**src/rtl/pf_ddrphy_odt_pkg.sv**
```systemverilog
// pf_ddrphy_odt_pkg
// Shared definitions for the ODT lane controller: the delay-engine state
// encoding and the serialisation-ratio helpers used to size phase fields.
package pf_ddrphy_odt_pkg;

    typedef enum logic [2:0] {
        DLY_IDLE,
        DLY_LOAD,
        DLY_MOVE,
        DLY_GAP,
        DLY_DONE
    } dly_state_t;

    localparam int RATIO_MIN = 4;
    localparam int RATIO_MAX = 8;

    // Phase-index width for a given serialisation ratio (never below 1 bit).
    function automatic int ratio_pw(input int ratio);
        return (ratio > 1) ? $clog2(ratio) : 1;
    endfunction

endpackage

```
**src/rtl/pf_ddrphy_odt_burst.sv**
```systemverilog
// pf_ddrphy_odt_burst
// One ODT lane: turns a (start phase, length) request into serialised
// RATIO-bit words, followed by one postamble word with OE still asserted.
// Ports:
//   clk, rst            clock, synchronous active-high reset
//   req, phase, len     start request; accepted only while busy is low, len=0 dropped
//   busy                burst (including postamble word) in progress
//   tx_data, oe_data    per-phase ODT bits / output enable, bit 0 earliest
//   odt_en              word contains at least one active phase
module pf_ddrphy_odt_burst
    import pf_ddrphy_odt_pkg::*;
#(
    parameter int RATIO = 4,
    parameter int LEN_W = 6,
    localparam int PW   = ratio_pw(RATIO)
) (
    input  logic             clk,
    input  logic             rst,
    input  logic             req,
    input  logic [PW-1:0]    phase,
    input  logic [LEN_W-1:0] len,
    output logic             busy,
    output logic [RATIO-1:0] tx_data,
    output logic [RATIO-1:0] oe_data,
    output logic             odt_en
);

    logic [LEN_W-1:0] rem;
    logic [LEN_W-1:0] rem_nxt;
    logic             post;
    logic [RATIO-1:0] word;
    int               s_i;
    int               r_i;
    int               take;

    // The first word is built straight from the request; later words always
    // start at phase 0 with the remaining count.
    always_comb begin
        s_i  = busy ? 0 : int'(phase);
        r_i  = busy ? int'(rem) : int'(len);
        word = '0;
        for (int i = 0; i < RATIO; i++)
            word[i] = (i >= s_i) && (i < s_i + r_i);
        take    = (r_i > RATIO - s_i) ? (RATIO - s_i) : r_i;
        rem_nxt = LEN_W'(r_i - take);
    end

    always_ff @(posedge clk) begin
        if (rst) begin
            rem     <= '0;
            post    <= 1'b0;
            busy    <= 1'b0;
            tx_data <= '0;
            oe_data <= '0;
            odt_en  <= 1'b0;
        end else if (!busy) begin
            if (req && len != '0) begin
                tx_data <= word;
                oe_data <= '1;
                odt_en  <= |word;
                busy    <= 1'b1;
                rem     <= rem_nxt;
                post    <= 1'b0;
            end
        end else if (rem != '0) begin
            tx_data <= word;
            odt_en  <= |word;
            rem     <= rem_nxt;
        end else if (!post) begin
            // postamble word: OE and BUSY stay up, no ODT bits
            tx_data <= '0;
            odt_en  <= 1'b0;
            post    <= 1'b1;
        end else begin
            busy    <= 1'b0;
            oe_data <= '0;
            post    <= 1'b0;
        end
    end

endmodule

```
**src/rtl/pf_ddrphy_odt_lane_ctrl.sv**
```systemverilog
// pf_ddrphy_odt_lane_ctrl
// NUM_CH ODT lanes plus one shared IOD delay-line stepping engine.
// Ports:
//   FAB_CLK, TX_SYNC_RST               clock, synchronous active-high reset
//   ODT_REQ/ODT_PHASE/ODT_LEN, BUSY    per-lane burst requests and status
//   TX_DATA/OE_DATA/ODT_EN             per-lane serialised words to the IODs
//   DLY_REQ/DLY_CH/DLY_DIR/DLY_CNT     delay-step command (CNT=0 -> load only)
//   DLY_ACK, DLY_ERR                   completion pulse, sticky range error
//   DELAY_LINE_MOVE/DIRECTION/LOAD     per-lane IOD delay controls
//   DELAY_LINE_OUT_OF_RANGE            per-lane IOD range flag
//   DLY_POS                            tracked tap positions
// Config macro: ODT_DLY_POS_TRACK_EN enables per-lane tap counters that
// block moves past either end of the range; otherwise DLY_POS reads 0.
module pf_ddrphy_odt_lane_ctrl
    import pf_ddrphy_odt_pkg::*;
#(
    parameter int NUM_CH = 1,
    parameter int RATIO  = 4,
    parameter int LEN_W  = 6,
    parameter int POS_W  = 7,
    localparam int PW    = ratio_pw(RATIO),
    localparam int CHW   = (NUM_CH > 1) ? $clog2(NUM_CH) : 1
) (
    input  logic                    FAB_CLK,
    input  logic                    TX_SYNC_RST,
    input  logic [NUM_CH-1:0]       ODT_REQ,
    input  logic [NUM_CH*PW-1:0]    ODT_PHASE,
    input  logic [NUM_CH*LEN_W-1:0] ODT_LEN,
    output logic [NUM_CH-1:0]       BUSY,
    output logic [NUM_CH*RATIO-1:0] TX_DATA,
    output logic [NUM_CH*RATIO-1:0] OE_DATA,
    output logic [NUM_CH-1:0]       ODT_EN,
    input  logic                    DLY_REQ,
    input  logic [CHW-1:0]          DLY_CH,
    input  logic                    DLY_DIR,
    input  logic [POS_W-1:0]        DLY_CNT,
    output logic                    DLY_ACK,
    output logic                    DLY_ERR,
    output logic [NUM_CH-1:0]       DELAY_LINE_MOVE,
    output logic [NUM_CH-1:0]       DELAY_LINE_DIRECTION,
    output logic [NUM_CH-1:0]       DELAY_LINE_LOAD,
    input  logic [NUM_CH-1:0]       DELAY_LINE_OUT_OF_RANGE,
    output logic [NUM_CH*POS_W-1:0] DLY_POS
);

    for (genvar c = 0; c < NUM_CH; c++) begin : g_lane
        pf_ddrphy_odt_burst #(.RATIO(RATIO), .LEN_W(LEN_W)) u_burst (
            .clk     (FAB_CLK),
            .rst     (TX_SYNC_RST),
            .req     (ODT_REQ[c]),
            .phase   (ODT_PHASE[c*PW +: PW]),
            .len     (ODT_LEN[c*LEN_W +: LEN_W]),
            .busy    (BUSY[c]),
            .tx_data (TX_DATA[c*RATIO +: RATIO]),
            .oe_data (OE_DATA[c*RATIO +: RATIO]),
            .odt_en  (ODT_EN[c])
        );
    end

    dly_state_t        state;
    logic [CHW-1:0]    ch;
    logic [POS_W-1:0]  cnt;
    logic [NUM_CH-1:0] ch_oh;
    logic [NUM_CH-1:0] req_oh;
    logic              oor_sel;
    logic              blocked;

    // Out-of-range channel numbers decode to no lane at all.
    always_comb begin
        ch_oh   = '0;
        req_oh  = '0;
        oor_sel = 1'b0;
        for (int c = 0; c < NUM_CH; c++) begin
            ch_oh[c]  = (ch == CHW'(c));
            req_oh[c] = (DLY_CH == CHW'(c));
            if (ch_oh[c]) oor_sel = DELAY_LINE_OUT_OF_RANGE[c];
        end
    end

`ifdef ODT_DLY_POS_TRACK_EN
    logic [NUM_CH-1:0][POS_W-1:0] pos_q;
    logic [POS_W-1:0]             pos_sel;
    logic                         dir_cur;

    // Direction is recovered from the held DIRECTION output of the lane.
    always_comb begin
        pos_sel = '0;
        for (int c = 0; c < NUM_CH; c++)
            if (ch_oh[c]) pos_sel = pos_q[c];
        dir_cur = |(DELAY_LINE_DIRECTION & ch_oh);
        blocked = dir_cur ? (pos_sel == '1) : (pos_sel == '0);
    end

    always_ff @(posedge FAB_CLK) begin
        if (TX_SYNC_RST) begin
            pos_q <= '0;
        end else begin
            for (int c = 0; c < NUM_CH; c++) begin
                if (ch_oh[c] && state == DLY_LOAD)
                    pos_q[c] <= '0;
                else if (ch_oh[c] && state == DLY_MOVE && !blocked)
                    pos_q[c] <= dir_cur ? pos_q[c] + 1'b1 : pos_q[c] - 1'b1;
            end
        end
    end

    assign DLY_POS = pos_q;
`else
    assign blocked = 1'b0;
    assign DLY_POS = '0;
`endif

    // Outputs are registered from the state, so each action shows one cycle
    // after the state that issues it.
    always_ff @(posedge FAB_CLK) begin
        if (TX_SYNC_RST) begin
            state                <= DLY_IDLE;
            ch                   <= '0;
            cnt                  <= '0;
            DLY_ACK              <= 1'b0;
            DLY_ERR              <= 1'b0;
            DELAY_LINE_MOVE      <= '0;
            DELAY_LINE_LOAD      <= '0;
            DELAY_LINE_DIRECTION <= '0;
        end else begin
            DLY_ACK         <= 1'b0;
            DELAY_LINE_MOVE <= '0;
            DELAY_LINE_LOAD <= '0;
            case (state)
                DLY_IDLE: if (DLY_REQ) begin
                    ch      <= DLY_CH;
                    cnt     <= DLY_CNT;
                    DLY_ERR <= 1'b0;
                    if (DLY_CNT == '0) begin
                        state <= DLY_LOAD;
                    end else begin
                        state                <= DLY_MOVE;
                        DELAY_LINE_DIRECTION <= DLY_DIR ? req_oh : '0;
                    end
                end
                DLY_LOAD: begin
                    DELAY_LINE_LOAD <= ch_oh;
                    state           <= DLY_DONE;
                end
                DLY_MOVE: begin
                    if (blocked) begin
                        DLY_ERR <= 1'b1;
                        state   <= DLY_DONE;
                    end else begin
                        DELAY_LINE_MOVE <= ch_oh;
                        cnt             <= cnt - 1'b1;
                        state           <= DLY_GAP;
                    end
                end
                DLY_GAP: begin
                    if (oor_sel) begin
                        DLY_ERR <= 1'b1;
                        state   <= DLY_DONE;
                    end else if (cnt == '0) begin
                        state <= DLY_DONE;
                    end else begin
                        state <= DLY_MOVE;
                    end
                end
                DLY_DONE: begin
                    DLY_ACK              <= 1'b1;
                    DELAY_LINE_DIRECTION <= '0;
                    state                <= DLY_IDLE;
                end
                default: state <= DLY_IDLE;
            endcase
        end
    end

endmodule

```
**config.mk**
```make
export PLATFORM = sky130hd
export DESIGN_NAME = pf_ddrphy_odt_lane_ctrl
export DESIGN_NICKNAME = d
export VERILOG_FILES = /design/src/rtl/pf_ddrphy_odt_pkg.sv /design/src/rtl/pf_ddrphy_odt_burst.sv /design/src/rtl/pf_ddrphy_odt_lane_ctrl.sv
export SDC_FILE = /design/constraint.sdc
export NUM_CORES = 1
export LEC_CHECK = 0
export ABC_AREA = 1
export BUFFER_PORTS_ARGS = -buffer_cell sky130_fd_sc_hd__buf_4
export CAP_MARGIN = 25
export CORE_MARGIN = 2
export CORE_UTILIZATION = 24
export CTS_CLUSTER_DIAMETER = 120
export DETAILED_ROUTE_END_ITERATION = 7
export GPL_TIMING_DRIVEN = 0
export PLACE_DENSITY_LB_ADDON = 0.3
export SYNTH_ARGS = -nofsm -noshare
export SYNTH_HDL_FRONTEND = slang
export SYNTH_SLANG_ARGS = --single-unit
```
**constraint.sdc**
```tcl
create_clock -name FAB_CLK -period 4.95 [get_ports FAB_CLK]
set_input_delay 1.485 -clock FAB_CLK [delete_from_list [all_inputs] [get_ports FAB_CLK]]
set_output_delay 1.485 -clock FAB_CLK [all_outputs]
set_load 0.01 [all_outputs]
```
Yosys cells after proc, flatten, opt, wreduce, memory -nomap -nowiden
Index checks and enable logic that the tools add are counted.

word-level totals
  register bits after elaboration = 33
  bits of input ports = 22
  logic and storage cells = 108
  output and inout port bits = 22

operators by class
  equal/unequal tests = 11
  add/sub/neg operators = 4
  order comparisons = 9
  bitwise logic cells = 4
  reductions and logical operators = 25
  muxes and demuxes = 41

operators by type and width
  kind                 count
  $ge 3x32->1 const A  2
  $lt 3x32->1 const A  2
  $add 32x32->32       1
  $ge 1x32->1 const A  1
  $ge 2x32->1 const A  1
  $gt 7x32->1          1
  $lt 1x32->1 const A  1
  $lt 2x32->1 const A  1
  $mux 4               8
  $mux 6               5
  $mux 1               18
  $logic_not 7->1      2
  $pmux 7 s2           1
  $ne 2x2->1 const B   6
  $pmux 3 s4           1
  $reduce_bool 6->1    2
  $reduce_and 2->1     5
  $mux 3               3
  $reduce_and 3->1     3
  $reduce_bool 2->1    4
  $mux 7               1
  $sub 7x1->7 const B  1
  $eq 3x2->1 const B   2
  $sub 6x6->6          1
  11 further kinds     21

Depth between registers and ports, before layout
  depth in word-level cells = 7
  depth in mapped cells = 21
  mapped depth without buffers = 20

Cells and area by module
Synthesis repeated with hierarchy kept, for this count alone.

second synthesis, totals
  cells, all modules = 316
  area, all modules = 2053.2 µm²

modules (own cells, without submodules)
  module                   area an instance (µm²)  sequential area each (µm²)  instances  cells each
  pf_ddrphy_odt_burst      1144.8                  280.3                       1          177
  pf_ddrphy_odt_lane_ctrl  908.4                   320.3                       1          139

Worst setup path before layout
OpenSTA, ideal clock, no wires.

  path kind = input to register
  start point = in ODT_PHASE[0]
  end point = reg g_lane[0].u_burst.rem[4]
  data required time = 4831 ps
  cell stages on the path = 19
  path buffers = 0
  arrival = 3771 ps
  slack = 1059 ps
  library setup time = 119 ps
  cells stage by stage = inv_1 -> nor2_2 -> inv_1 -> ha_1 -> inv_1 -> ha_1 -> nand2_1 -> o21ai_0 -> o21ai_0 -> nand2_1 -> nand2_1 -> o21ai_0 -> ha_1 -> inv_1 -> fa_1 -> a21oi_1 -> nand2_1 -> xnor2_1 -> a21oi_1

on the way
  cells in the longest elaborated chain, start to end = 7
  elaborated cells between the ends (all ways) = 8
  those cells by class = add/sub: 2; order compare: 1; mux: 5

RTL lines
  element                    line                                                  RTL
  start: declaration         pf_ddrphy_odt_lane_ctrl.sv:27                         input logic [NUM_CH*PW-1:0] ODT_PHASE,
  $mux 2 *                   pf_ddrphy_odt_burst.sv:39                             s_i = busy ? 0 : int'(phase);
  $sub 3x2->4 *              pf_ddrphy_odt_burst.sv:44                             take = (r_i > RATIO - s_i) ? (RATIO - s_i) : r_i;
  $gt 7x32->1                pf_ddrphy_odt_burst.sv:44
  $mux 6 *                   pf_ddrphy_odt_burst.sv:44
  $sub 6x6->6 *              pf_ddrphy_odt_burst.sv:45                             rem_nxt = LEN_W'(r_i - take);
  $mux 6 (on tied branches)  pf_ddrphy_odt_burst.sv:57, pf_ddrphy_odt_burst.sv:65
  $mux 6 *                   pf_ddrphy_odt_burst.sv:56                             end else if (!busy) begin
  end signal: assignment     pf_ddrphy_odt_burst.sv:62                             rem <= rem_nxt;
  end signal: assignment     pf_ddrphy_odt_burst.sv:68                             rem <= rem_nxt;
  end: declaration           pf_ddrphy_odt_burst.sv:28                             logic [LEN_W-1:0] rem;

Every way passes the cells marked *; elsewhere a longest branch is shown, timed or not. The select of a mux whose other input is x is not followed.
A chain may end at the register's enable or synchronous reset.

Final worst setup path
  start point = in ODT_PHASE[0]
  end point = reg g_lane[0].u_burst.rem[3]

The elaborated chain is that of the path after synthesis.

==> impl_metrics.ini <==
[run_status]
run_status = completed

[clock_network]
max-clock-path-buffers = 2
cts_num_sinks = 30
clock_tree.htree_level_count = 2
post_cts.repair.setup_buffers = 0
clk_latency_ns = 0.28
holdBufCountCts = 0
tritoncts_clock_tree = built
cts_resized = 0
clock_buffer_count_from_cts = 5
clk_root_buffer_cell = clkbuf_8
cts.reportedPaths.clkPinSlew_ns = 0.07

[logic_synthesis]
syn_avg_cell_area_um2 = 6.860
netlist_instances = 294
synth-edff-count = 0
synth_async_sr_flop_share = 0
leading_cell_types_by_total_area_after_synthesis = dfxtp_1, nand2_1, inv_1
ys_types = 33
syn-cell-area_um2 = 2017
yosys_most_used_dff = dfxtp_1
yosysWarnings = 0
synth_top_cells_by_count = nand2_1, inv_1, dfxtp_1, nor2_1, o21ai_0
synth_seq_area_share = 0.2978
synth-seq-cells = 30
post-synth-top-count-cell = nand2_1
synth.top_cell.area_share = 0.2978
netlist.top_cell.by_area = dfxtp_1

[floorplan]
die_h_um = 95.67
start_util = 0.2467
ioPinCount = 44
die_x_um = 95.67
die-area_um2 = 9153
design.core.area_um2 = 8175
row_count = 33

[sta]
fin_setup_tns_ns = 0
worst_hold_slack_ns = 0.4525
final.min_clock_period_ns = 4.141
rsz0062_at_grt = no
final.setup_skew_ns = 0.005670
final-max-slew-violation-count = 0
max_freq_mhz = 241.5
worst_pin_slew_ns = 1.011
slew-limit-headroom = 0.3187
finalHoldViolCount = 0
post-route-period-util = 0.8365
timing.final.setup_violations = 0

[power_and_ir_drop]
power.ir.vdd_worst_mv = 0.1146
power.density_cell_area_nw_per_um2 = 445.7
total_leakage_power_nw = 1.229

[finish]
area_growth_pct = 26.43
antennaDiodeCount = 0
finalNetCount = 378
post_route_cells_drive_above_1_share = 0.2180

[drt]
drt_pass1_iterations = 4
drt_wl_total_um = 4974
drt_first_iter_violations = 98
wire_per_inst_um = 11.08
detail_route.drc_violations = 0
vias = 1924
via_per_inst = 4.285
drtAntennaViolNets = 0

[worst_setup_path]
criticalPathCategory = in2reg
end_kind = flip-flop
cp.arrival_ns = 4.35
worst_setup_path_start_kind = primary input
worstRegToRegCells = 17
rr_endpoint = g_lane[0].u_burst.rem[3]$_SDFFE_PP0P_
rr_startpoint = g_lane[0].u_burst.busy$_SDFF_PP0_
critPathRequiredTime_ns = 5.16
reg2reg_setup_slack_ns = 1.12
crit_path_max_fanout = 6

[global_routing]
grt_pass1_wl_um = 8224
initial_antenna_violation_count = 0
grt_max_degree = 11
first_global_vias = 1936
gr-total-overflow = 0
grt_util_all_layers = 0.1145

[placed_design]
gp_congestion = 0.8202
hpwlAfterDp_um = 4019
io_port_bufs = 36

[min_path]
timing.hold.worst_endpoint = DELAY_LINE_LOAD$_SDFF_PP0_
worst_hold_path_type = reg2reg
hold_path_depth = 1
timing.hold.worst.start = ch$_SDFFE_PP0P_

[job]
max-cap-violations = 0
==> through the flow <==
stage	total power [W]	std cells	cell area, µm²	setup slack (ns)	utilization
after floorplan	0.0007421	300	2039	1.059	-
final	0.001136	449	2550	0.8094	0.3119
after CTS	0.001146	449	2550	0.8545	0.3119
after global placement	0.0008823	441	2441	0.6718	0.2986
after detailed placement	0.0008955	441	2441	0.5593	0.2986
after global routing	0.001238	449	2550	0.4987	0.3119
==> area by class of cell <==
type                    count  area (µm²)
fillers                   902        5625
multi-input cells         214        1169
flip-flops and latches     30       600.6
repair buffers             36       270.3
inverters                  41       156.4
well taps                 105       131.4
plain buffers              15       113.9
clock buffers               5       68.82
clock inverters             3       40.04
==> flip-flops by register name (all words and copies together), names as in the netlist <==
register,flops
state,3
g_lane.u_burst.busy,1
DLY_ERR,1
g_lane.u_burst.odt_en,1
DLY_ACK,1
DELAY_LINE_MOVE,1
g_lane.u_burst.tx_data,4
cnt,7
DELAY_LINE_DIRECTION,1
g_lane.u_burst.rem,6
ch,1
g_lane.u_burst.post,1
DELAY_LINE_LOAD,1
g_lane.u_burst.oe_data,1
==> cell families (layout without fill, tap and decap cells) <==
group           count (synthesis)  count (layout)  share of synthesized area
fa+ha+maj                      13              13                    0.08809
compound gates                 58              58                     0.1501
other cells                     1               7                   0.001859
flops                          30              30                     0.2978
buf+inv                        56             100                     0.1340
xor+xnor                        6               6                    0.02605
simple gates                  130             130                     0.3021
==> worst max-delay path: stages <==
cell     delay (ns)
buf_4          0.08
inv_1          0.04
nor2_2         0.16
inv_1          0.10
ha_1           0.21
inv_1          0.10
ha_1           0.25
a21oi_1        0.13
o21ai_0        0.09
o21ai_0        0.09
nand2_1        0.15
o21ai_0        0.36
ha_1           0.31
nand2_1        0.06
nand2_1        0.04
a21oi_1        0.26
xnor2_1        0.16
o21ai_0        0.11
a21oi_1        0.16
==> worst max path at each step <==
stage                            start  cells past startpoint  slack (ns)                               endpoint
after floorplan           ODT_PHASE[0]                     19        1.06  g_lane[0].u_burst.rem[4]$_SDFFE_PP0P_
after global placement    ODT_PHASE[0]                     19        0.67  g_lane[0].u_burst.rem[3]$_SDFFE_PP0P_
after detailed placement  ODT_PHASE[0]                     19        0.56  g_lane[0].u_burst.rem[3]$_SDFFE_PP0P_
after CTS                 ODT_PHASE[0]                     19        0.85  g_lane[0].u_burst.rem[3]$_SDFFE_PP0P_
after global routing      ODT_PHASE[0]                     19        0.50  g_lane[0].u_burst.rem[3]$_SDFFE_PP0P_
final                     ODT_PHASE[0]                     19        0.81  g_lane[0].u_burst.rem[3]$_SDFFE_PP0P_
==> report_power, final <==
| group | total [W] | switching, W | internal [W] |
|---|---|---|---|
| sequential | 0.000334 | 0.0000367 | 0.000297 |
| combinational | 0.000557 | 0.000332 | 0.000225 |
| clock | 0.000246 | 0.0000977 | 0.000148 |
==> per-layer routing <==
| layer | wire length [µm] | vias up | part of all wire | track usage |
|---|---|---|---|---|
| met5 | 0 | - | 0 | 0 |
| met4 | 92 | 0 | 0.018 | 0.04881 |
| met3 | 216 | 9 | 0.043 | 0.02292 |
| met2 | 2439 | 43 | 0.49 | 0.2016 |
| met1 | 2226 | 845 | 0.45 | 0.1340 |
| li1 | - | 1027 | - | - |
==> cell usage in the layout (no fill, tap or decap), types with 2 or more instances in the layout <==
cell type,Yosys,final
clkinv_2,0,2
nor3_1,7,7
buf_4,10,46
nor2_1,30,30
nand2_4,2,2
clkbuf_1,2,2
clkbuf_8,0,5
xnor2_1,4,4
xor2_1,2,2
a211oi_1,3,3
a21oi_1,24,24
nor2_2,5,5
fa_1,2,2
nand2_2,3,3
nand3_1,17,17
o21ai_1,2,2
a31oi_1,2,2
o21ai_0,26,26
dfxtp_1,30,30
nor2_4,2,2
ha_1,11,11
inv_1,39,39
conb_1,1,7
nand2_1,59,59
(Power assumes the default switching activity.)
